[config.mk]
export PLATFORM = sky130hd
export DESIGN_NAME = poly_note_player
export DESIGN_NICKNAME = d
export VERILOG_FILES = /design/src/rtl/poly_note_player_pkg.sv /design/src/rtl/poly_note_player_voice_ctrl.sv /design/src/rtl/poly_note_player.sv
export SDC_FILE = /design/constraint.sdc
export NUM_CORES = 1
export LEC_CHECK = 0
export ABC_AREA = 0
export BUFFER_PORTS_ARGS = -buffer_cell sky130_fd_sc_hd__buf_4
export CORE_ASPECT_RATIO = 0.9
export CORE_UTILIZATION = 50
export CTS_CLUSTER_DIAMETER = 50
export CTS_CLUSTER_SIZE = 30
export DETAILED_ROUTE_END_ITERATION = 7
export PLACE_DENSITY = 0.7
export SETUP_SLACK_MARGIN = 0.5
export SLEW_MARGIN = 20
export SYNTH_ARGS = -nofsm -noshare
export SYNTH_HDL_FRONTEND = slang
export SYNTH_HIERARCHICAL = 1
export SYNTH_SLANG_ARGS = --single-unit
[constraint.sdc]
create_clock -name clk -period 16.8 [get_ports clk]
set_input_delay 0.84 -clock clk [delete_from_list [all_inputs] [get_ports clk]]
set_output_delay 0.84 -clock clk [all_outputs]
set_load 0.03 [all_outputs]
[src/rtl/poly_note_player_pkg.sv]
// Shared types and the note-to-step ROM contents for poly_note_player.
// Steps are sized for a 22-bit phase accumulator at a 48 kHz sample rate.
package poly_note_player_pkg;

   typedef enum logic [2:0] {
      ST_IDLE = 3'd0,
      ST_ADDR = 3'd1,
      ST_WAIT = 3'd2,
      ST_ACC  = 3'd3,
      ST_OUT  = 3'd4
   } mix_state_e;

   localparam int WAVE_SAW   = 0;
   localparam int WAVE_SQR   = 1;
   localparam int ROM_DATA_W = 24;

   // Note 1 is C2; each further note is one equal-tempered semitone up.
   function automatic logic [ROM_DATA_W-1:0] freq_rom_lookup(input logic [7:0] note);
      logic [7:0]            semi;
      logic [3:0]            octave;
      logic [ROM_DATA_W-1:0] base;
      semi   = note - 8'd1;
      octave = 4'd0;
      for (int o = 0; o < 10; o++) begin
         if (semi >= 8'd12) begin
            semi   = semi - 8'd12;
            octave = octave + 4'd1;
         end else begin
            semi   = semi;
         end
      end
      case (semi)
         8'd0:    base = 24'd5715;
         8'd1:    base = 24'd6055;
         8'd2:    base = 24'd6415;
         8'd3:    base = 24'd6796;
         8'd4:    base = 24'd7200;
         8'd5:    base = 24'd7628;
         8'd6:    base = 24'd8082;
         8'd7:    base = 24'd8562;
         8'd8:    base = 24'd9072;
         8'd9:    base = 24'd9611;
         8'd10:   base = 24'd10183;
         8'd11:   base = 24'd10788;
         default: base = 24'd0;
      endcase
      if (note == 8'd0) begin
         return 24'd0;
      end else begin
         return base << octave;
      end
   endfunction

endpackage

[src/rtl/poly_note_player_voice_ctrl.sv]
// One voice's note/duration registers: load, beat countdown, done pulse.
module poly_note_player_voice_ctrl
   import poly_note_player_pkg::*;
#(
   parameter int NOTE_W = 6,
   parameter int DUR_W  = 6
) (
   input  logic              clk,
   input  logic              reset,
   input  logic              play_enable,
   input  logic              load,
   input  logic              beat,
   input  logic [NOTE_W-1:0] note_in,
   input  logic [DUR_W-1:0]  dur_in,
   output logic [NOTE_W-1:0] note,
   output logic              done,
   output logic              active
);

   logic [NOTE_W-1:0] note_q, note_d;
   logic [DUR_W-1:0]  dur_q, dur_d;
   logic              done_q, done_d;

   // A load wins over a same-cycle beat; loading duration 0 never pulses done.
   always_comb begin
      note_d = note_q;
      dur_d  = dur_q;
      done_d = 1'b0;
      if (load) begin
         note_d = note_in;
         dur_d  = dur_in;
      end else if (beat && play_enable && (dur_q != {DUR_W{1'b0}})) begin
         dur_d  = dur_q - DUR_W'(1);
         done_d = (dur_q == DUR_W'(1));
      end else begin
         dur_d  = dur_q;
      end
   end

   always_ff @(posedge clk) begin
      if (!reset) begin
         note_q <= {NOTE_W{1'b0}};
         dur_q  <= {DUR_W{1'b0}};
         done_q <= 1'b0;
      end else begin
         note_q <= note_d;
         dur_q  <= dur_d;
         done_q <= done_d;
      end
   end

   assign note   = note_q;
   assign done   = done_q;
   assign active = (note_q != {NOTE_W{1'b0}}) && (dur_q != {DUR_W{1'b0}});

endmodule

[src/rtl/poly_note_player.sv]
// N-voice note player: per-voice duration counters plus a sequential mixer that
// walks every voice through one shared step ROM on each sample strobe.
module poly_note_player
   import poly_note_player_pkg::*;
#(
   parameter  int NUM_VOICES = 4,
   parameter  int NOTE_W     = 6,
   parameter  int DUR_W      = 6,
   parameter  int FREQ_W     = 20,
   parameter  int PHASE_W    = 22,
   parameter  int SAMPLE_W   = 16,
   parameter  int WAVE       = 0,
   localparam int VSEL_W     = (NUM_VOICES > 1) ? $clog2(NUM_VOICES) : 1
) (
   input  logic                       clk,
   input  logic                       reset,
   input  logic                       play_enable,
   input  logic                       load_new_note,
   input  logic [VSEL_W-1:0]          voice_sel,
   input  logic [NOTE_W-1:0]          note_to_load,
   input  logic [DUR_W-1:0]           duration_to_load,
   input  logic                       beat,
   input  logic                       generate_next_sample,
   output logic [NUM_VOICES-1:0]      done_with_note,
   output logic [NUM_VOICES-1:0]      voice_active,
   output logic signed [SAMPLE_W-1:0] sample_out,
   output logic                       new_sample_ready,
   output logic                       overrun
);

   localparam int SHIFT = $clog2(NUM_VOICES);
   localparam int ACC_W = SAMPLE_W + VSEL_W;
   localparam logic signed [ACC_W-1:0] SQR_POS = ACC_W'(2 ** (SAMPLE_W - 2));
   localparam logic signed [ACC_W-1:0] SQR_NEG = -SQR_POS;

   logic [NOTE_W-1:0] voice_note [NUM_VOICES];

   for (genvar g = 0; g < NUM_VOICES; g++) begin : g_voice
      poly_note_player_voice_ctrl #(
         .NOTE_W (NOTE_W),
         .DUR_W  (DUR_W)
      ) u_voice (
         .clk         (clk),
         .reset       (reset),
         .play_enable (play_enable),
         .load        (load_new_note && (voice_sel == VSEL_W'(g))),
         .beat        (beat),
         .note_in     (note_to_load),
         .dur_in      (duration_to_load),
         .note        (voice_note[g]),
         .done        (done_with_note[g]),
         .active      (voice_active[g])
      );
   end

   function automatic logic signed [ACC_W-1:0] wave_of(input logic [PHASE_W-1:0] ph);
      case (WAVE)
         WAVE_SAW: return ACC_W'($signed(ph[PHASE_W-1 -: SAMPLE_W]));
         WAVE_SQR: return ph[PHASE_W-1] ? SQR_NEG : SQR_POS;
         default:  return ACC_W'($signed(ph[PHASE_W-1 -: SAMPLE_W]));
      endcase
   endfunction

   mix_state_e                  state_q, state_d;
   logic [VSEL_W-1:0]           idx_q, idx_d;
   logic signed [ACC_W-1:0]     acc_q, acc_d;
   logic [FREQ_W-1:0]           step_q, step_d;
   logic [PHASE_W-1:0]          phase_q [NUM_VOICES];
   logic [PHASE_W-1:0]          phase_d [NUM_VOICES];
   logic signed [SAMPLE_W-1:0]  sample_q, sample_d;
   logic                        ready_q, ready_d;
   logic                        overrun_q, overrun_d;

   // Registered ROM read: address presented in ADDR, step valid from WAIT onward.
   always_comb begin
      step_d = FREQ_W'(freq_rom_lookup(8'(voice_note[idx_q])));
   end

   // Mix sequencer, phase update and overrun tracking.
   always_comb begin
      state_d   = state_q;
      idx_d     = idx_q;
      acc_d     = acc_q;
      phase_d   = phase_q;
      sample_d  = sample_q;
      ready_d   = 1'b0;
      overrun_d = overrun_q;
      case (state_q)
         ST_IDLE: begin
            if (generate_next_sample && play_enable) begin
               acc_d   = {ACC_W{1'b0}};
               idx_d   = {VSEL_W{1'b0}};
               state_d = ST_ADDR;
            end else begin
               state_d = ST_IDLE;
            end
         end
         ST_ADDR: state_d = ST_WAIT;
         ST_WAIT: state_d = ST_ACC;
         ST_ACC: begin
            if (voice_active[idx_q]) begin
               phase_d[idx_q] = phase_q[idx_q] + PHASE_W'(step_q);
               acc_d          = acc_q + wave_of(phase_q[idx_q]);
            end else begin
               phase_d[idx_q] = {PHASE_W{1'b0}};
            end
            if (idx_q == VSEL_W'(NUM_VOICES - 1)) begin
               state_d = ST_OUT;
            end else begin
               idx_d   = idx_q + VSEL_W'(1);
               state_d = ST_ADDR;
            end
         end
         ST_OUT: begin
            sample_d = SAMPLE_W'(acc_q >>> SHIFT);
            ready_d  = 1'b1;
            state_d  = ST_IDLE;
         end
         default: state_d = ST_IDLE;
      endcase
      if (generate_next_sample && (state_q != ST_IDLE)) begin
         overrun_d = 1'b1;
      end else begin
         overrun_d = overrun_q;
      end
      // A load restarts that voice's waveform even if the mixer just advanced it.
      if (load_new_note) begin
         phase_d[voice_sel] = {PHASE_W{1'b0}};
      end else begin
         phase_d[voice_sel] = phase_d[voice_sel];
      end
   end

   always_ff @(posedge clk) begin
      if (!reset) begin
         state_q   <= ST_IDLE;
         idx_q     <= {VSEL_W{1'b0}};
         acc_q     <= {ACC_W{1'b0}};
         step_q    <= {FREQ_W{1'b0}};
         phase_q   <= '{default: {PHASE_W{1'b0}}};
         sample_q  <= {SAMPLE_W{1'b0}};
         ready_q   <= 1'b0;
         overrun_q <= 1'b0;
      end else begin
         state_q   <= state_d;
         idx_q     <= idx_d;
         acc_q     <= acc_d;
         step_q    <= step_d;
         phase_q   <= phase_d;
         sample_q  <= sample_d;
         ready_q   <= ready_d;
         overrun_q <= overrun_d;
      end
   end

   assign sample_out       = sample_q;
   assign new_sample_ready = ready_q;
   assign overrun          = overrun_q;

endmodule
## Word-level counts from Yosys, hierarchy flattened

Memory sizes are Yosys's and may differ from the RTL's.
Index checks and enable logic that the tools add are counted.

- Register bits: 201
- ROM bits: 224
- Input port bits: 20
- Memories: 1

- Add/sub/neg operators: 27
- Magnitude comparators: 15
- Eq/ne operators: 15
- Shift operators: 1
- Mux-type cells: 61
- Bitwise logic cells: 11
- Reduce and logical (&&, ||, !) cells: 42

Memory list:

| memory | depth | bits a word | read ports | clocked after memory_dff | write ports | line | RTL |
|---|---|---|---|---|---|---|---|
| (name not given) | 16 | 14 | 1 | 0 | 0 | poly_note_player_pkg.sv:32 | `case (semi)` |

Operators with widths:

| operator | number |
|---|---|
| 2-to-1 mux 88 bit | 3 |
| bitwise AND 88 bit | 2 |
| bitwise mux 88 bit | 2 |
| inverter 88 bit | 2 |
| 2-to-1 mux 22 bit | 6 |
| binary-select mux 22 bit (select 2 bit) | 2 |
| demux 22 bit (select 2 bit) | 2 |
| greater-or-equal comparator 8 x 4 -> 1 bit (second input constant) | 10 |
| 2-to-1 mux 8 bit | 10 |
| 2-to-1 mux 18 bit | 4 |
| subtractor 8 x 4 -> 8 bit (second input constant) | 9 |
| 2-to-1 mux 6 bit | 10 |
| nonzero test 6 bit | 8 |
| adder 4 x 1 -> 4 bit (second input constant) | 9 |
| 2-to-1 mux 4 bit | 9 |
| case mux 18 bit (2 select lines) | 1 |
| == test 6 x 1 -> 1 bit (second input constant) | 4 |
| 2-to-1 mux 24 bit | 1 |
| << shifter 24 x 4 -> 20 bit | 1 |
| subtractor 6 x 1 -> 6 bit (second input constant) | 4 |
| adder 22 x 20 -> 22 bit | 1 |
| adder 18 bit | 1 |
| logical AND 1 bit | 17 |
| binary-select mux 6 bit (select 2 bit) | 1 |
| 29 further kinds | 53 |

## Logic depth before layout (Yosys ltp)

- Depth after elaboration: 28
- Depth in mapped cells: 71

## Modules after synthesis

The synthesis kept the hierarchy.

By module, submodules not included:

| module | instances | cells an instance | area an instance (um2) | seq. area each (um2) |
|---|---|---|---|---|
| poly_note_player | 1 | 1,543 | 12,197.9 | 2,982.9 |
| poly_note_player_voice_ctrl | 4 | 70 | 655.6 | 260.2 |

## Worst setup path after synthesis

No wires, ideal clock.

- Path type: reg-to-reg
- From: reg idx_q[0]
- To: reg step_q[14]
- Setup time: 84 ps
- Arrival: 13,960 ps
- Setup slack: 2,755 ps
- Stages on the path, launching flop included: 62
- Buffers on the path: 7
- Period minus slack after synthesis: 14,045 ps
- Path through: dfxtp_1 buf_6 mux4_2 inv_1 ha_1 clkbuf_1 nand2b_1 and2_1 inv_1 ha_1 clkbuf_1 nor2_1 o21ai_1 nand2_1 xnor2_1 ha_1 a211oi_1 nand3_1 (+26 left out) o211ai_1 xor2_1 inv_1 ha_1 a2111oi_0 and3_1 a21boi_0 or2_0 ha_1 a221o_1 buf_4 mux2i_4 nor4_4 mux2i_1 buf_2 mux2i_1 mux2i_1 o31ai_2

- Word-level cells in the longest chain between the ends: 28
- Elaborated cells on any way between the ends: 60
- Classes of those cells: 20 x add/sub; 10 x order compare; 1 x shift; 24 x mux; 1 x bitwise; 3 x reduce/logical; 1 x memory

Ends and longest elaborated chain:

| what | line | RTL |
|---|---|---|
| start, declared | poly_note_player.sv:65 | `logic [VSEL_W-1:0] idx_q, idx_d;` |
| start signal, assigned | poly_note_player.sv:137 | `idx_q <= {VSEL_W{1'b0}};` |
| start signal, assigned | poly_note_player.sv:146 | `idx_q <= idx_d;` |
| inverter 2 -> 3 bit (implied by the code) (*) | poly_note_player.sv:76 | `step_d = FREQ_W'(freq_rom_lookup(8'(voice_note[idx_q])));` |
| binary-select mux 6 bit (select 2 bit) (*) | poly_note_player.sv:76 |  |
| 2-to-1 mux 6 bit (implied by the code) (*) (2 in a row) | poly_note_player.sv:76 |  |
| subtractor 6 x 1 -> 7 bit | poly_note_player_pkg.sv:22 | `semi = note - 8'd1;` |
| subtractor 7 x 5 -> 8 bit or greater-or-equal comparator 8 x 4 -> 1 bit (tied branches) | poly_note_player_pkg.sv:26, poly_note_player_pkg.sv:25 |  |
| 2-to-1 mux 8 bit | poly_note_player_pkg.sv:25 | `if (semi >= 8'd12) begin` |
| subtractor 8 x 4 -> 8 bit or greater-or-equal comparator 8 x 4 -> 1 bit (tied branches) | poly_note_player_pkg.sv:26, poly_note_player_pkg.sv:25 |  |
| 2-to-1 mux 8 bit | poly_note_player_pkg.sv:25 |  |
| (+11 left out) | n/a |  |
| 2-to-1 mux 8 bit | poly_note_player_pkg.sv:25 |  |
| subtractor 8 x 4 -> 8 bit or greater-or-equal comparator 8 x 4 -> 1 bit (tied branches) | poly_note_player_pkg.sv:26, poly_note_player_pkg.sv:25 |  |
| 2-to-1 mux 8 bit | poly_note_player_pkg.sv:25 |  |
| subtractor 8 x 4 -> 8 bit or greater-or-equal comparator 8 x 4 -> 1 bit (tied branches) | poly_note_player_pkg.sv:26, poly_note_player_pkg.sv:25 |  |
| 2-to-1 mux 8 bit | poly_note_player_pkg.sv:25 |  |
| memory (16 x 14 bit) or zero test 4 bit (tied branches) | n/a |  |
| 2-to-1 mux 24 bit | poly_note_player_pkg.sv:32 |  |
| << shifter 24 x 4 -> 20 bit | poly_note_player_pkg.sv:50 | `return base << octave;` |
| end signal, assigned | poly_note_player.sv:139 | `step_q <= {FREQ_W{1'b0}};` |
| end signal, assigned | poly_note_player.sv:148 | `step_q <= step_d;` |
| end, declared | poly_note_player.sv:67 | `logic [FREQ_W-1:0] step_q, step_d;` |

Every way passes the cells marked *; elsewhere a longest branch is shown, timed or not. The select of a mux whose other input is x is not followed.
A chain may end at the register's enable or synchronous reset.

## Final worst setup path

- From: reg idx_q[0]
- To: reg step_q[11]

The elaborated chain is that of the path after synthesis.

==> results.cfg <==
[timing]
post-route-min-period_ns = 15.15
finClkSkew_ns = 0.0449
hold_viol_final = 0
fin_crit_sh = 0.902
setup_violations = 0
tightest_slew_ns = 1.12
max_freq_mhz = 66.0
finalMaxSlewViolations = 0
layout_setup_ws_ns = 1.65
rsz0062_at_grt = no
slew_headroom = 0.251

[placed_design]
routabilityCongestion = 0.922
io_buffers = 45
dp_slack_ns = -0.177
place_hpwl_um = 28500

[yosys]
synth_area_leaders = dfxtp_1, nand2_1, ha_1
ys_warn_count = 6
syn_nets = 1924
synth-seq-cells = 201
yosysMostFrequentCell = nand2_1
synth_common_cells = nand2_1, dfxtp_1, a21oi_1
synth_flop_cell = dfxtp_1
netlist_area_mm2 = 0.0148
synth-async-reset-ratio = 0
avgSynthCellArea_um2 = 8.13
synth.top_cell.area_share = 0.272
synthCells = 1823
synth_edf_count = 0
synthDistinctLibCells = 105
synth_top_area_cell = dfxtp_1
ys_seq_area_frac = 0.272

[critical_path]
startpoint_type = flip-flop
arrival_ns = 15.53
cp-end-kind = flip-flop
path_max_fanout = 16
rrSetupSlack_ns = 1.65
critPathMaxStageDelay_ns = 0.68
crit_required_ns = 17.18
cp_common_cell = inv_1
critPathSlowestCell = mux4_2
path_class = flip-flop to flip-flop

[detailed_routing]
dr.pass1.iters = 6
drc = 0
vias = 13700
vias_per_cell = 6.16
wl_per_cell_um = 18.0
postRouteAntennaNets = 0
first_iter_violations = 1164
wirelength_um = 40300

[clocking]
cts_tree = done
clockBufferDepth = 3
htreeDepth = 1
clk_pin_slew_ns = 0.08
cts_buffers = 17
clkLatencyLatePin_ns = 0.52
holdBufCountCts = 0
clkSinkCount = 201
clockRootBuffer = clkbuf_16

[cells_and_area]
syn_to_final_growth_pct = 9.62
nets = 1927
diodes = 0
drive_above_1_share = 0.122

[floorplan]
rows = 59
fp.dieW_um = 183
fp.coreArea_mm2 = 0.0290
io_pins = 46
dieArea_mm2 = 0.0303
start_util = 0.511
fp.dieH_um = 165

[global_route]
first_global_vias = 12600
met3_usage = 0.0232
grt.busiest_layer = met2
grt_antenna_before_repair = 0
globalRouteMet2Util = 0.443
use_met1 = 0.355
grt.overflow.total = 0
grt_max_degree = 58
grtUsageTotal = 0.260
grt_pass1_wl_um = 64700

[job]
maxCapViolCount = 0

[worst_hold_path]
hp-class = flip-flop to flip-flop

[status]
status = finished, final reports clean
## cell usage in the layout (no fill, tap or decap), types with 9 or more instances in the layout
master / instances
a22oi_1: 26
a211oi_1: 15
mux2_2: 14
xor2_1: 16
mux4_2: 30
xnor2_1: 54
nor3_1: 42
a21o_1: 15
clkbuf_16: 17
o22ai_1: 11
mux2i_1: 51
a31oi_1: 12
o21ai_1: 19
or3_1: 15
a21oi_1: 148
and2_1: 53
buf_4: 70
o21bai_1: 24
and3_1: 14
ha_1: 74
nand2_1: 264
nor2b_1: 34
nor2_1: 114
a21boi_0: 24
nand2b_1: 14
o21ai_0: 55
nor4_1: 10
inv_1: 62
nand3_1: 70
dfxtp_1: 199
o211ai_1: 21
o21a_1: 14
nand4_1: 9
## cells by family (layout without fill, tap and decap cells)
| group | after synthesis | in the layout | synth area share |
|---|---|---|---|
| buffers and inverters | 152 | 165 | 0.0425 |
| muxes | 104 | 104 | 0.0990 |
| and+or+nand+nor | 696 | 697 | 0.230 |
| xor gates and xnor gates | 79 | 79 | 0.0500 |
| adders and majority gates | 81 | 81 | 0.0694 |
| AOI/OAI and AO/OA | 510 | 510 | 0.238 |
| DFF | 201 | 201 | 0.272 |
## worst max-delay path, delay by kind of cell (launching register included)
family | cells | cell delay [ns]
buffers and inverters | 10 | 1.31
flip-flops | 1 | 0.48
XOR/XNOR | 4 | 1.15
AO/OA/AOI/OAI | 19 | 4.31
adder cells (fa/ha/maj) | 9 | 2.48
AND/OR/NAND/NOR | 18 | 3.44
multiplexers | 5 | 1.80
## repair_timing
action                     CTS  global route
setup buffers                2             9
resized for setup           12            19
pin swaps                    1             4
setup endpoints to repair   20            20
hold endpoints to repair     0             0
gates cloned                 0             1
## layer usage
layer / wire length, µm / part of all wire
met5: 0 / 0
met4: 847 / 0.021
met3: 2380 / 0.059
met2: 18800 / 0.47
met1: 18200 / 0.45
## registers in the layout, indices dropped and copies added (netlist names), 2 cells and up
| signal | flops |
|---|---|
| phase_q | 88 |
| g_voice.u_voice/dur_q | 24 |
| g_voice.u_voice/note | 24 |
| step_q | 20 |
| acc_q | 18 |
| sample_out | 16 |
| g_voice.u_voice/done | 4 |
| state_q | 3 |
| idx_q | 2 |
## stage by stage
| step | instance area (µm²) | util | hold WS (ns) | std cells | TNS, ns |
|---|---|---|---|---|---|
| 2_1_floorplan | 14800 | - | 0.429 | 1823 | 0 |
| 3_3_place_gp | 15400 | 0.530 | 0.439 | 2191 | 0 |
| 3_5_place_dp | 15400 | 0.530 | 0.445 | 2191 | -1.91 |
| 4_1_cts | 16100 | 0.554 | 0.457 | 2223 | 0 |
| 5_1_grt | 16200 | 0.560 | 0.468 | 2233 | 0 |
| 6_report | 16200 | 0.560 | 0.456 | 2233 | 0 |
## path summary, 6_finish.rpt
| kind | to | start | cells after the start |
|---|---|---|---|
| worst max-delay path | step_q[11]$_SDFF_PP0_ | idx_q[0]$_SDFFE_PN0P_ | 65 |
| worst min register to register | phase_q[65]$_SDFF_PN0_ | phase_q[65]$_SDFF_PN0_ | 2 |
| worst min-delay path | phase_q[65]$_SDFF_PN0_ | phase_q[65]$_SDFF_PN0_ | 2 |
| worst max register to register | step_q[11]$_SDFF_PP0_ | idx_q[0]$_SDFFE_PN0P_ | 65 |
## layout make-up
| cell class | count | area, µm² |
|---|---|---|
| Clock buffer | 17 | 425 |
| Clock inverter | 13 | 161 |
| Fill cell | 2695 | 12800 |
| Inverter | 65 | 244 |
| Multi-Input combinational cell | 1471 | 10400 |
| Sequential cell | 201 | 4030 |
| Tap cell | 396 | 495 |
| Timing Repair Buffer | 70 | 526 |
Power is not shown: default switching activity piles up to over one toggle a cycle in this logic, so the estimate is an artifact.
